$ cat config.mk
export PLATFORM = sky130hd
export DESIGN_NAME = local_bus_arbiter
export DESIGN_NICKNAME = d
export VERILOG_FILES = /design/src/rtl/local_bus_arbiter_pkg.sv /design/src/rtl/local_bus_arbiter_rr_select.sv /design/src/rtl/local_bus_arbiter.sv
export SDC_FILE = /design/constraint.sdc
export NUM_CORES = 1
export LEC_CHECK = 0
export CAP_MARGIN = 15
export CORE_ASPECT_RATIO = 0.9
export CORE_MARGIN = 2
export CORE_UTILIZATION = 35
export DETAILED_ROUTE_END_ITERATION = 12
export PLACE_DENSITY_LB_ADDON = 0.1
export SYNTH_ARGS = -nofsm -noshare
export SYNTH_HDL_FRONTEND = slang
export SYNTH_HIERARCHICAL = 1
export SYNTH_SLANG_ARGS = --single-unit
$ cat constraint.sdc
create_clock -name CLK40 -period 2.43 [get_ports CLK40]
set_clock_uncertainty 0.1 [all_clocks]
set_input_delay 0.486 -clock CLK40 [delete_from_list [all_inputs] [get_ports CLK40]]
set_output_delay 0.486 -clock CLK40 [all_outputs]
set_load 0.02 [all_outputs]
$ cat src/rtl/local_bus_arbiter_pkg.sv
// Shared definitions for the 68040 local bus arbiter.
//   - arb_state_t : arbiter FSM states
//   - OWNER_*     : fixed codes driven on the OWNER port
//   - DEF_*       : default parameter values
//   - idx_width / cnt_width : width helpers for indices and counters
package local_bus_arbiter_pkg;

    typedef enum logic [2:0] {
        CPU_OWN,
        CPU_RELEASE,
        TURN,
        ALT_GRANT,
        ALT_OWN,
        ALT_RELEASE
    } arb_state_t;

    localparam logic [2:0] OWNER_CPU  = 3'd0;
    localparam logic [2:0] OWNER_NONE = 3'd7;

    localparam int DEF_NUM_MASTERS   = 2;
    localparam int DEF_MAX_TENURE    = 64;
    localparam int DEF_GRANT_TIMEOUT = 16;
    localparam int DEF_TURNAROUND    = 1;

    // Index width for n items; never zero so a single master still has a port.
    function automatic int idx_width(input int n);
        return (n > 1) ? $clog2(n) : 1;
    endfunction

    // Width of a counter that must hold values 0..max_val.
    function automatic int cnt_width(input int max_val);
        return (max_val > 0) ? $clog2(max_val + 1) : 1;
    endfunction

endpackage

$ cat src/rtl/local_bus_arbiter_rr_select.sv
// Combinational round-robin picker.
//   req    : request vector, one bit per alternate master
//   ptr    : highest-priority index for this pick
//   winner : first requesting index at or after ptr, wrapping to 0
//   valid  : at least one request is present
module local_bus_arbiter_rr_select
    import local_bus_arbiter_pkg::*;
#(
    parameter int N     = DEF_NUM_MASTERS,
    parameter int IDX_W = idx_width(N)
) (
    input  logic [N-1:0]     req,
    input  logic [IDX_W-1:0] ptr,
    output logic [IDX_W-1:0] winner,
    output logic             valid
);

    logic             hi_hit;
    logic             lo_hit;
    logic [IDX_W-1:0] hi_idx;
    logic [IDX_W-1:0] lo_idx;

    // Scan downwards so the last hit written is the lowest index. The
    // "hi" search covers indices at or above ptr; the "lo" search covers
    // everything and provides the wrap-around choice.
    always_comb begin
        // NOTE: every variable gets a default before any branch; a path that
        // leaves one unassigned in always_comb would infer a latch.
        hi_hit = 1'b0;
        lo_hit = 1'b0;
        hi_idx = '0;
        lo_idx = '0;
        for (int j = N - 1; j >= 0; j--) begin
            if (req[j]) begin
                if (IDX_W'(j) >= ptr) begin
                    hi_hit = 1'b1;
                    hi_idx = IDX_W'(j);
                end
                lo_hit = 1'b1;
                lo_idx = IDX_W'(j);
            end
        end
        valid  = lo_hit;
        winner = hi_hit ? hi_idx : lo_idx;
    end

endmodule

$ cat src/rtl/local_bus_arbiter.sv
// 68040 local bus arbiter: the CPU is the parked default owner; alternate
// masters are served round-robin with a bounded tenure, sequenced with the
// BR/BG/BB handshake so an owner's cycle is never split.
//   CLK40    : bus clock, rising edge
//   nRESET   : asynchronous active-low reset
//   nBR_CPU  : CPU bus request (active low)
//   nBG_CPU  : CPU bus grant (active low, registered)
//   nBB      : wired bus-busy (active low, asynchronous, synchronized here)
//   REQ      : alternate master requests (active high)
//   GNT      : alternate master grants (one-hot or zero, registered)
//   OWNER    : 0 = CPU, 1..NUM_MASTERS = master index + 1, 7 = in transition
//   ARB_BUSY : high whenever the CPU is not the parked owner
module local_bus_arbiter
    import local_bus_arbiter_pkg::*;
#(
    parameter int NUM_MASTERS   = DEF_NUM_MASTERS,
    parameter int MAX_TENURE    = DEF_MAX_TENURE,
    parameter int GRANT_TIMEOUT = DEF_GRANT_TIMEOUT,
    parameter int TURNAROUND    = DEF_TURNAROUND
) (
    input  logic                   CLK40,
    input  logic                   nRESET,
    input  logic                   nBR_CPU,
    output logic                   nBG_CPU,
    input  logic                   nBB,
    input  logic [NUM_MASTERS-1:0] REQ,
    output logic [NUM_MASTERS-1:0] GNT,
    output logic [2:0]             OWNER,
    output logic                   ARB_BUSY
);

    localparam int IDX_W     = idx_width(NUM_MASTERS);
    // TURN and ALT_GRANT always last at least one cycle.
    localparam int TURN_LAST = (TURNAROUND > 0) ? TURNAROUND - 1 : 0;
    localparam int GTO_LAST  = (GRANT_TIMEOUT > 0) ? GRANT_TIMEOUT - 1 : 0;
    localparam int TEN_W     = cnt_width(MAX_TENURE);
    localparam int GTO_W     = cnt_width(GTO_LAST);
    localparam int TRN_W     = cnt_width(TURN_LAST);

    arb_state_t       state, state_n;
    logic [IDX_W-1:0] winner, winner_n;
    logic [IDX_W-1:0] ptr, ptr_n;
    logic [TEN_W-1:0] tenure_cnt, tenure_n;
    logic [GTO_W-1:0] grant_cnt, grant_n;
    logic [TRN_W-1:0] turn_cnt, turn_n;
    logic             rel_seen, rel_seen_n;   // bus seen idle on the previous edge
    logic             from_alt, from_alt_n;   // TURN was entered from the alternate side
    logic [1:0]       bb_sync;
    logic             bus_idle;

    logic [NUM_MASTERS-1:0] gnt_n;
    logic [2:0]             owner_n;
    logic                   nbg_n;

    logic [IDX_W-1:0]       sel_idx;
    logic                   sel_valid;
    logic [NUM_MASTERS-1:0] win_mask;
    logic                   other_req;
    logic [IDX_W-1:0]       after_winner;

    local_bus_arbiter_rr_select #(
        .N     (NUM_MASTERS),
        .IDX_W (IDX_W)
    ) u_rr_select (
        .req    (REQ),
        .ptr    (ptr),
        .winner (sel_idx),
        .valid  (sel_valid)
    );

    // nBB is pulled up off-chip, so the synchronizer resets to "idle".
    always_ff @(posedge CLK40 or negedge nRESET) begin
        if (!nRESET) begin
            bb_sync <= 2'b11;
        end else begin
            // NOTE: sequential state uses non-blocking assignments so every
            // flop samples pre-edge values, independent of statement order.
            bb_sync <= {bb_sync[0], nBB};
        end
    end

    assign bus_idle     = bb_sync[1];
    assign win_mask     = NUM_MASTERS'(1) << winner;
    assign other_req    = |(REQ & ~win_mask);
    assign after_winner = (winner == IDX_W'(NUM_MASTERS - 1)) ? '0 : winner + 1'b1;

    always_comb begin
        state_n    = state;
        winner_n   = winner;
        ptr_n      = ptr;
        tenure_n   = tenure_cnt;
        grant_n    = grant_cnt;
        turn_n     = turn_cnt;
        rel_seen_n = rel_seen;
        from_alt_n = from_alt;

        case (state)
            CPU_OWN: begin
                if (sel_valid) begin
                    winner_n   = sel_idx;
                    rel_seen_n = 1'b0;
                    state_n    = CPU_RELEASE;
                end
            end

            CPU_RELEASE: begin
                if (!REQ[winner] && !sel_valid) begin
                    state_n = CPU_OWN;
                end else begin
                    if (!REQ[winner]) winner_n = sel_idx;
                    // Two consecutive idle samples cover a locked CPU cycle.
                    if (bus_idle) begin
                        if (rel_seen) begin
                            state_n    = TURN;
                            turn_n     = '0;
                            from_alt_n = 1'b0;
                        end else begin
                            rel_seen_n = 1'b1;
                        end
                    end else begin
                        rel_seen_n = 1'b0;
                    end
                end
            end

            TURN: begin
                if (turn_cnt >= TRN_W'(TURN_LAST)) begin
                    state_n = CPU_OWN;
                    grant_n = '0;
                    if (from_alt) begin
                        // After a tenure only the master at the pointer may
                        // follow, and only if the CPU is not asking.
                        if (REQ[ptr] && nBR_CPU) begin
                            winner_n = ptr;
                            state_n  = ALT_GRANT;
                        end
                    end else if (REQ[winner]) begin
                        state_n = ALT_GRANT;
                    end else if (sel_valid) begin
                        winner_n = sel_idx;
                        state_n  = ALT_GRANT;
                    end
                end else begin
                    turn_n = turn_cnt + 1'b1;
                end
            end

            ALT_GRANT: begin
                if (!bus_idle) begin
                    state_n  = ALT_OWN;
                    tenure_n = TEN_W'(1);
                end else if (!REQ[winner] || grant_cnt == GTO_W'(GTO_LAST)) begin
                    state_n    = TURN;
                    turn_n     = '0;
                    from_alt_n = 1'b1;
                    ptr_n      = after_winner;
                end else begin
                    grant_n = grant_cnt + 1'b1;
                end
            end

            ALT_OWN: begin
                if (tenure_cnt != TEN_W'(MAX_TENURE)) tenure_n = tenure_cnt + 1'b1;
                if (!REQ[winner] ||
                    (tenure_cnt == TEN_W'(MAX_TENURE) && (!nBR_CPU || other_req))) begin
                    state_n = ALT_RELEASE;
                end
            end

            ALT_RELEASE: begin
                if (bus_idle) begin
                    state_n    = TURN;
                    turn_n     = '0;
                    from_alt_n = 1'b1;
                    ptr_n      = after_winner;
                end
            end

            default: state_n = CPU_OWN;
        endcase

        // Outputs are decoded from the next state and registered below.
        nbg_n   = (state_n != CPU_OWN);
        gnt_n   = '0;
        owner_n = OWNER_NONE;
        if (state_n == CPU_OWN) begin
            owner_n = OWNER_CPU;
        end else if (state_n == ALT_GRANT || state_n == ALT_OWN) begin
            gnt_n   = NUM_MASTERS'(1) << winner_n;
            owner_n = 3'(winner_n) + 3'd1;
        end
    end

    always_ff @(posedge CLK40 or negedge nRESET) begin
        if (!nRESET) begin
            state      <= CPU_OWN;
            winner     <= '0;
            ptr        <= '0;
            tenure_cnt <= '0;
            grant_cnt  <= '0;
            turn_cnt   <= '0;
            rel_seen   <= 1'b0;
            from_alt   <= 1'b0;
            nBG_CPU    <= 1'b0;
            GNT        <= '0;
            OWNER      <= OWNER_CPU;
            ARB_BUSY   <= 1'b0;
        end else begin
            state      <= state_n;
            winner     <= winner_n;
            ptr        <= ptr_n;
            tenure_cnt <= tenure_n;
            grant_cnt  <= grant_n;
            turn_cnt   <= turn_n;
            rel_seen   <= rel_seen_n;
            from_alt   <= from_alt_n;
            nBG_CPU    <= nbg_n;
            GNT        <= gnt_n;
            OWNER      <= owner_n;
            ARB_BUSY   <= nbg_n;
        end
    end

endmodule
==> results of run 1 <==
## worst max-delay path, stage by stage
cell and delay (ns):
clkdlybuf4s50_1 0.52, or2_4 0.16, or3b_1 0.37, a2bb2oi_2 0.18, nor4_2 0.06, o32a_4 0.42
a22o_1 0.20, o21ai_2 0.05
## power groups by stage
stage,sequential (mW),clock [mW],combinational (mW)
final,0.747,0.252,0.981
after floorplan,0.728,0,0.687
after detailed placement,0.755,0,0.971
after global routing,0.769,0.285,1.09
after global placement,0.748,0,0.948
after CTS,0.746,0.267,0.978
## state kept, by name, summed over array words and instances (netlist names)
| register | flops |
|---|---|
| state | 3 |
| OWNER | 3 |
| bb_sync | 2 |
| ptr | 1 |
| GNT | 2 |
| winner | 1 |
| grant_cnt | 4 |
| rel_seen | 1 |
| ARB_BUSY | 1 |
| from_alt | 1 |
| tenure_cnt | 7 |
## cell families after synthesis
group | Yosys count | synth area share
simple gates | 58 | 0.211
compound gates | 34 | 0.173
flops | 26 | 0.445
buf+inv | 15 | 0.0673
xor+xnor | 8 | 0.0477
mux | 4 | 0.0307
fa+ha+maj | 3 | 0.0256
## placed cells by master, fill, tap and decap left out, types with 2 or more instances in the layout
cell type / Yosys / routed
clkdlybuf4s50_1: 0 / 12
o31ai_1: 2 / 2
nand4_1: 6 / 6
nand2b_1: 3 / 3
dfrtp_1: 24 / 24
nor2_1: 18 / 18
clkbuf_8: 2 / 3
mux2i_1: 3 / 3
o21ai_0: 5 / 5
and2_1: 2 / 2
a31oi_1: 2 / 2
ha_1: 3 / 3
xnor2_1: 2 / 2
xor2_1: 6 / 6
a22o_1: 4 / 4
a21oi_1: 10 / 10
dfstp_2: 2 / 2
buf_4: 2 / 17
inv_1: 9 / 9
nand2_1: 13 / 13
## layer usage
layer  up-vias  track usage  share of wire
met3         2       0.0337          0.025
met5         -            0              0
met4         0       0.0472         0.0073
li1        568            -              -
met2         9        0.253           0.49
met1       587        0.182           0.48
## repair_timing
action                                  CTS  global route
buffers inserted                          0             0
endpoints found under the setup margin    0             2
resized for setup                         0             2
hold buffers                              0             0
hold endpoints to repair                  0             0
## worst paths after layout
kind	cells past startpoint	startpoint	to
max reg2reg	6	state[1]	OWNER[0]
min reg2reg	0	bb_sync[0]	bb_sync[1]
max	8	REQ[0]	OWNER[0]
min	0	bb_sync[0]	bb_sync[1]
max in group asynchronous	2	nRESET	bb_sync[1]
min in group asynchronous	2	nRESET	grant_cnt[0]
## stage by stage
| step | std cells | total power, mW |
|---|---|---|
| 6_report | 223 | 1.98 |
| 5_1_grt | 223 | 2.14 |
| 4_1_cts | 223 | 1.99 |
| 3_5_place_dp | 219 | 1.73 |
| 3_3_place_gp | 219 | 1.70 |
| 2_1_floorplan | 148 | 1.41 |
## final cells by class
type / instances / area, um2 / area share
clock buffer: 4 / 45.0 / 0.0255
tap: 48 / 60.1 / 0.0340
multi-input combinational: 107 / 726 / 0.411
timing repair buffer: 29 / 248 / 0.140
inverter: 9 / 33.8 / 0.0191
sequential: 26 / 653 / 0.370
==> impl_metrics.py, run 1 <==
metrics = {
    "sta": {
        "fmax_ghz": 0.427,
        "setup_viol": 0,
        "rsz0062_at_grt": "no",
        "holdWs_ns": 0.259,
        "setup_slack_ns": 0.0890,
        "hold_viol_final": 0,
        "fin_crit_ns": 2.34,
        "slew_headroom": 0.701,
        "worstMarginPinSlew_ns": 0.448,
        "fin_crit_sh": 0.963,
        "fin_tns_setup_ns": 0,
        "slew_violations": 0,
    },
    "cts": {
        "cts_root_buffer": "clkbuf_8",
        "cts.sinks": 26,
        "clockBufferDepth": 2,
        "cts_tree": "done",
        "numCtsBuffers": 3,
        "htree_levels": 1,
        "clk_latency_ns": 0.27,
        "clkSlewWorstSetupHoldPaths_ns": 0.10,
    },
    "floorplanning": {
        "die_x_um": 72.3,
        "fp.dieArea_mm2": 0.00473,
        "start_util": 0.363,
        "io_pins": 13,
        "fp-row-count": 22,
        "die_h_um": 65.5,
        "core-area_mm2": 0.00405,
    },
    "worst_setup_path": {
        "path_class": "input pin to register",
        "start_kind": "input pin",
        "setup.worst_path.end_class": "register",
        "critPathRequiredTime_ns": 2.54,
        "rrSetupSlack_ns": 0.36,
        "crit_fanout": 7,
        "cp_data_arrival_time_ns": 2.45,
    },
    "synth": {
        "netlist_area_mm2": 0.00147,
        "ys_ff_latch": 26,
        "yosysSeqAreaShare": 0.445,
        "synth_fp_nets": 157,
        "yosys_warnings": 6,
        "synth_most_common_cell": "dfrtp_1",
        "synthArstFlopShare": 1.00,
        "synth.top_cells.by_count": "dfrtp_1, nor2_1, nand2_1",
        "synthFlopType": "dfrtp_1",
        "synth_area_leader_cell": "dfrtp_1",
        "syn_avg_cell_area_um2": 9.93,
        "synth-edff-count": 0,
        "synth_cell_type_count": 47,
        "netlist.area_leader.share": 0.409,
        "synth_area_leaders": "dfrtp_1, nor2_1, dfstp_2, xor2_1, a21oi_1",
        "netlist_instances": 148,
    },
    "global_routing": {
        "grt_usage": 0.147,
        "grt_max_degree": 27,
        "grt_pass1_wl_um": 5440,
        "grt_pass1_vias": 1197,
        "overflow": 0,
        "antenna_found_initial": 0,
    },
    "placement": {
        "gp_congestion": 0.803,
        "pre_cts_slack_ns": -0.240,
        "placed_cell_area_mm2": 0.00171,
        "io_buffers": 12,
        "place.detailed.hpwl_um": 2270,
    },
    "run": {
        "maxCapViolations": 0,
    },
    "routing": {
        "final_antenna_net_count": 0,
        "drt_wl_total_um": 3170,
        "via_per_inst": 5.23,
        "drt_iter0_drc": 40,
        "wl_per_cell_um": 14.2,
        "routed-via-count": 1166,
        "drcViolationCount": 0,
        "first_pass_iters": 4,
    },
    "layout": {
        "nets": 185,
        "drive_above_1_share": 0.206,
        "final_util": 0.436,
        "area_delta_synth_final_pct": 20.2,
        "fin_area_mm2": 0.00177,
        "fillCellCount": 385,
        "diodes": 0,
    },
    "status": {
        "status": "complete, no violations",
    },
    "power_and_ir_drop": {
        "clkPwrFrac": 0.127,
        "p_sw_mw": 0.794,
        "power_frac_comb": 0.495,
        "seq_power_share": 0.377,
        "p_leak_nw": 0.803,
        "power_density_mw_per_mm2": 1120,
        "swShare": 0.401,
        "intPower_mw": 1.19,
        "vdd_drop_max_v": 0.000433,
    },
    "hold_path": {
        "hold_path.class": "register to register",
    },
}
No activity file was read; power rests on OpenSTA's default activity.
==> inputs of run 2 (changes only) <==
--- a/config.mk
+++ b/config.mk
@@ -6,10 +6,11 @@
 export NUM_CORES = 1
 export LEC_CHECK = 0
 export CAP_MARGIN = 15
-export CORE_ASPECT_RATIO = 0.9
-export CORE_MARGIN = 2
+export CORE_ASPECT_RATIO = 1.1
+export CORE_MARGIN = 4
 export CORE_UTILIZATION = 35
 export DETAILED_ROUTE_END_ITERATION = 12
+export GPL_ROUTABILITY_DRIVEN = 0
 export PLACE_DENSITY_LB_ADDON = 0.1
 export SYNTH_ARGS = -nofsm -noshare
 export SYNTH_HDL_FRONTEND = slang
==> impl_metrics.py, run 2 (synthesis gave the netlist of run 1 again) <==
metrics = {
    "status": {
        "status": "complete, no violations",
    },
    "worst_setup_path": {
        "path_buf_inv": 1,
        "rrSetupSlack_ns": 0.31,
        "slowest_stage": "clkdlybuf4s50_1",
        "worstReg2RegEnd": "OWNER[0]",
        "r2r_cells": 6,
        "r2r_start": "state[1]",
        "crit_fanout": 7,
        "cp_data_arrival_time_ns": 2.42,
        "path_depth": 8,
        "start_kind": "input pin",
        "path_delay_family": "compound AO/OA/AOI/OAI gates",
        "critPathRequiredTime_ns": 2.53,
        "slowest_delay_ns": 0.53,
        "setup.worst_path.end_class": "register",
        "path_cells": "clkdlybuf4s50_1 > or2_1 > or3b_1 > a2bb2oi_2 > nor4_2 > o32a_4 > a22o_1 > o21ai_2",
        "path_class": "input pin to register",
    },
    "global_routing": {
        "overflow": 0,
        "grt_max_degree": 27,
        "grt_pass1_vias": 1267,
        "antenna_found_initial": 0,
        "grt_pass1_wl_um": 5840,
        "grt_usage": 0.134,
    },
    "sta": {
        "rsz0062_at_grt": "no",
        "hold_viol_final": 0,
        "setup_viol": 0,
        "slew_headroom": 0.679,
        "fin_crit_ns": 2.32,
        "setup_slack_ns": 0.112,
        "holdWs_ns": 0.263,
        "worstMarginPinSlew_ns": 0.482,
        "fin_crit_sh": 0.954,
        "slew_violations": 0,
        "fmax_ghz": 0.431,
    },
    "hold_path": {
        "min-delay-start": "bb_sync[0]",
        "hold_depth": 0,
        "hold_end": "bb_sync[1]",
        "hold_path.class": "register to register",
    },
    "floorplanning": {
        "fp.dieArea_mm2": 0.00530,
        "core-area_mm2": 0.00399,
        "fp-row-count": 24,
        "start_util": 0.368,
        "die_x_um": 69.8,
        "io_pins": 13,
        "die_h_um": 75.9,
    },
    "placement": {
        "placed_cell_area_mm2": 0.00172,
        "place.detailed.hpwl_um": 2370,
        "io_buffers": 12,
        "pre_cts_slack_ns": -0.173,
    },
    "run": {
        "maxCapViolations": 0,
    },
    "layout": {
        "final_common_cell": "dfrtp_1",
        "nets": 185,
        "fin_area_mm2": 0.00181,
        "diodes": 0,
        "largest_reg_flops": 7,
        "drive_above_1_share": 0.211,
        "area_delta_synth_final_pct": 23.2,
        "top_register": "tenure_cnt",
        "largest_registers": "tenure_cnt x7, grant_cnt x4",
        "final_cell_mix": "dfrtp_1, nor2_1, buf_4",
    },
    "cts": {
        "cts_tree": "done",
        "numCtsBuffers": 3,
        "clk_latency_ns": 0.27,
        "cts_root_buffer": "clkbuf_8",
        "cts.sinks": 26,
        "clkSlewWorstSetupHoldPaths_ns": 0.09,
        "htree_levels": 1,
        "post_cts_buffers": 0,
        "clockBufferDepth": 2,
    },
    "power_and_ir_drop": {
        "fin_total_pwr_mw": 2.13,
        "power_density_mw_per_mm2": 1180,
        "p_leak_nw": 0.817,
        "vdd_drop_max_v": 0.000428,
    },
    "routing": {
        "via_per_inst": 5.09,
        "final_antenna_net_count": 0,
        "drt_iter0_drc": 21,
        "routed-via-count": 1155,
        "drcViolationCount": 0,
        "first_pass_iters": 4,
        "drt_wl_total_um": 3240,
        "wl_per_cell_um": 14.3,
    },
}
-- run 2: cell count changes in the layout (fill, tap and decap cells not counted), sizes merged --
cell,previous run,this run
bufinv,0,1
clkbuf,4,3
-- run 2: power by group --
group / total, mW / leakage [nW] / internal, mW / switching (mW)
clock: 0.358 / 0.0357 / 0.220 / 0.138
sequential: 0.755 / 0.317 / 0.575 / 0.179
combinational: 1.02 / 0.464 / 0.515 / 0.502
total: 2.13 / 0.817 / 1.31 / 0.820
-- run 2: per-layer routing --
layer	routed length, um	track usage	part of all wire	vias up
li1	-	-	-	569
met1	1490	0.165	0.46	563
met2	1620	0.233	0.50	19
met3	94	0.0238	0.029	4
met4	37	0.0479	0.011	0
met5	0	0	0	-
-- run 2: timing repair --
action | 4_1_cts | 5_1_grt
hold buffers | 0 | 0
gates resized for setup | 0 | 3
endpoints found under the setup margin | 0 | 4
-- run 2: worst max-delay path by stage --
| stage | start | to | slack [ns] |
|---|---|---|---|
| 2_1_floorplan | REQ[1] | OWNER[0] | 0.39 |
| 3_3_place_gp | REQ[1] | OWNER[0] | -0.14 |
| 3_5_place_dp | REQ[1] | OWNER[0] | -0.17 |
| 4_1_cts | REQ[1] | OWNER[0] | 0.11 |
| 5_1_grt | REQ[1] | OWNER[1] | 0.03 |
| 6_report | REQ[1] | OWNER[0] | 0.11 |
-- run 2: through the flow --
stage	utilization	std cells	setup TNS, ns
global route	0.453	227	0
detailed placement	0.430	223	-0.881
finish	0.453	227	0
CTS	0.448	227	0
floorplan	-	148	0
global placement	0.430	223	-0.647
-- run 2: final cells by class --
type	count	area, um2
Tap cell	52	65.1
Clock buffer	3	41.3
Clock inverter	1	30.0
Inverter	9	33.8
Sequential cell	26	653
Timing Repair Buffer	29	248
Multi-Input combinational cell	107	738
Fill cell	381	2180
==> inputs of run 3 (changes only) <==
--- a/config.mk
+++ b/config.mk
@@ -9,8 +9,10 @@
 export CORE_ASPECT_RATIO = 1.1
 export CORE_MARGIN = 4
 export CORE_UTILIZATION = 35
+export CTS_BUF_LIST = sky130_fd_sc_hd__clkbuf_8 sky130_fd_sc_hd__clkbuf_16
 export DETAILED_ROUTE_END_ITERATION = 12
-export GPL_ROUTABILITY_DRIVEN = 0
+export GPL_ROUTABILITY_DRIVEN = 1
+export HOLD_SLACK_MARGIN = 0.05
 export PLACE_DENSITY_LB_ADDON = 0.1
 export SYNTH_ARGS = -nofsm -noshare
 export SYNTH_HDL_FRONTEND = slang
==> results of run 3 <==
The final DEF is identical to that of run 2; final timing and power are the same.
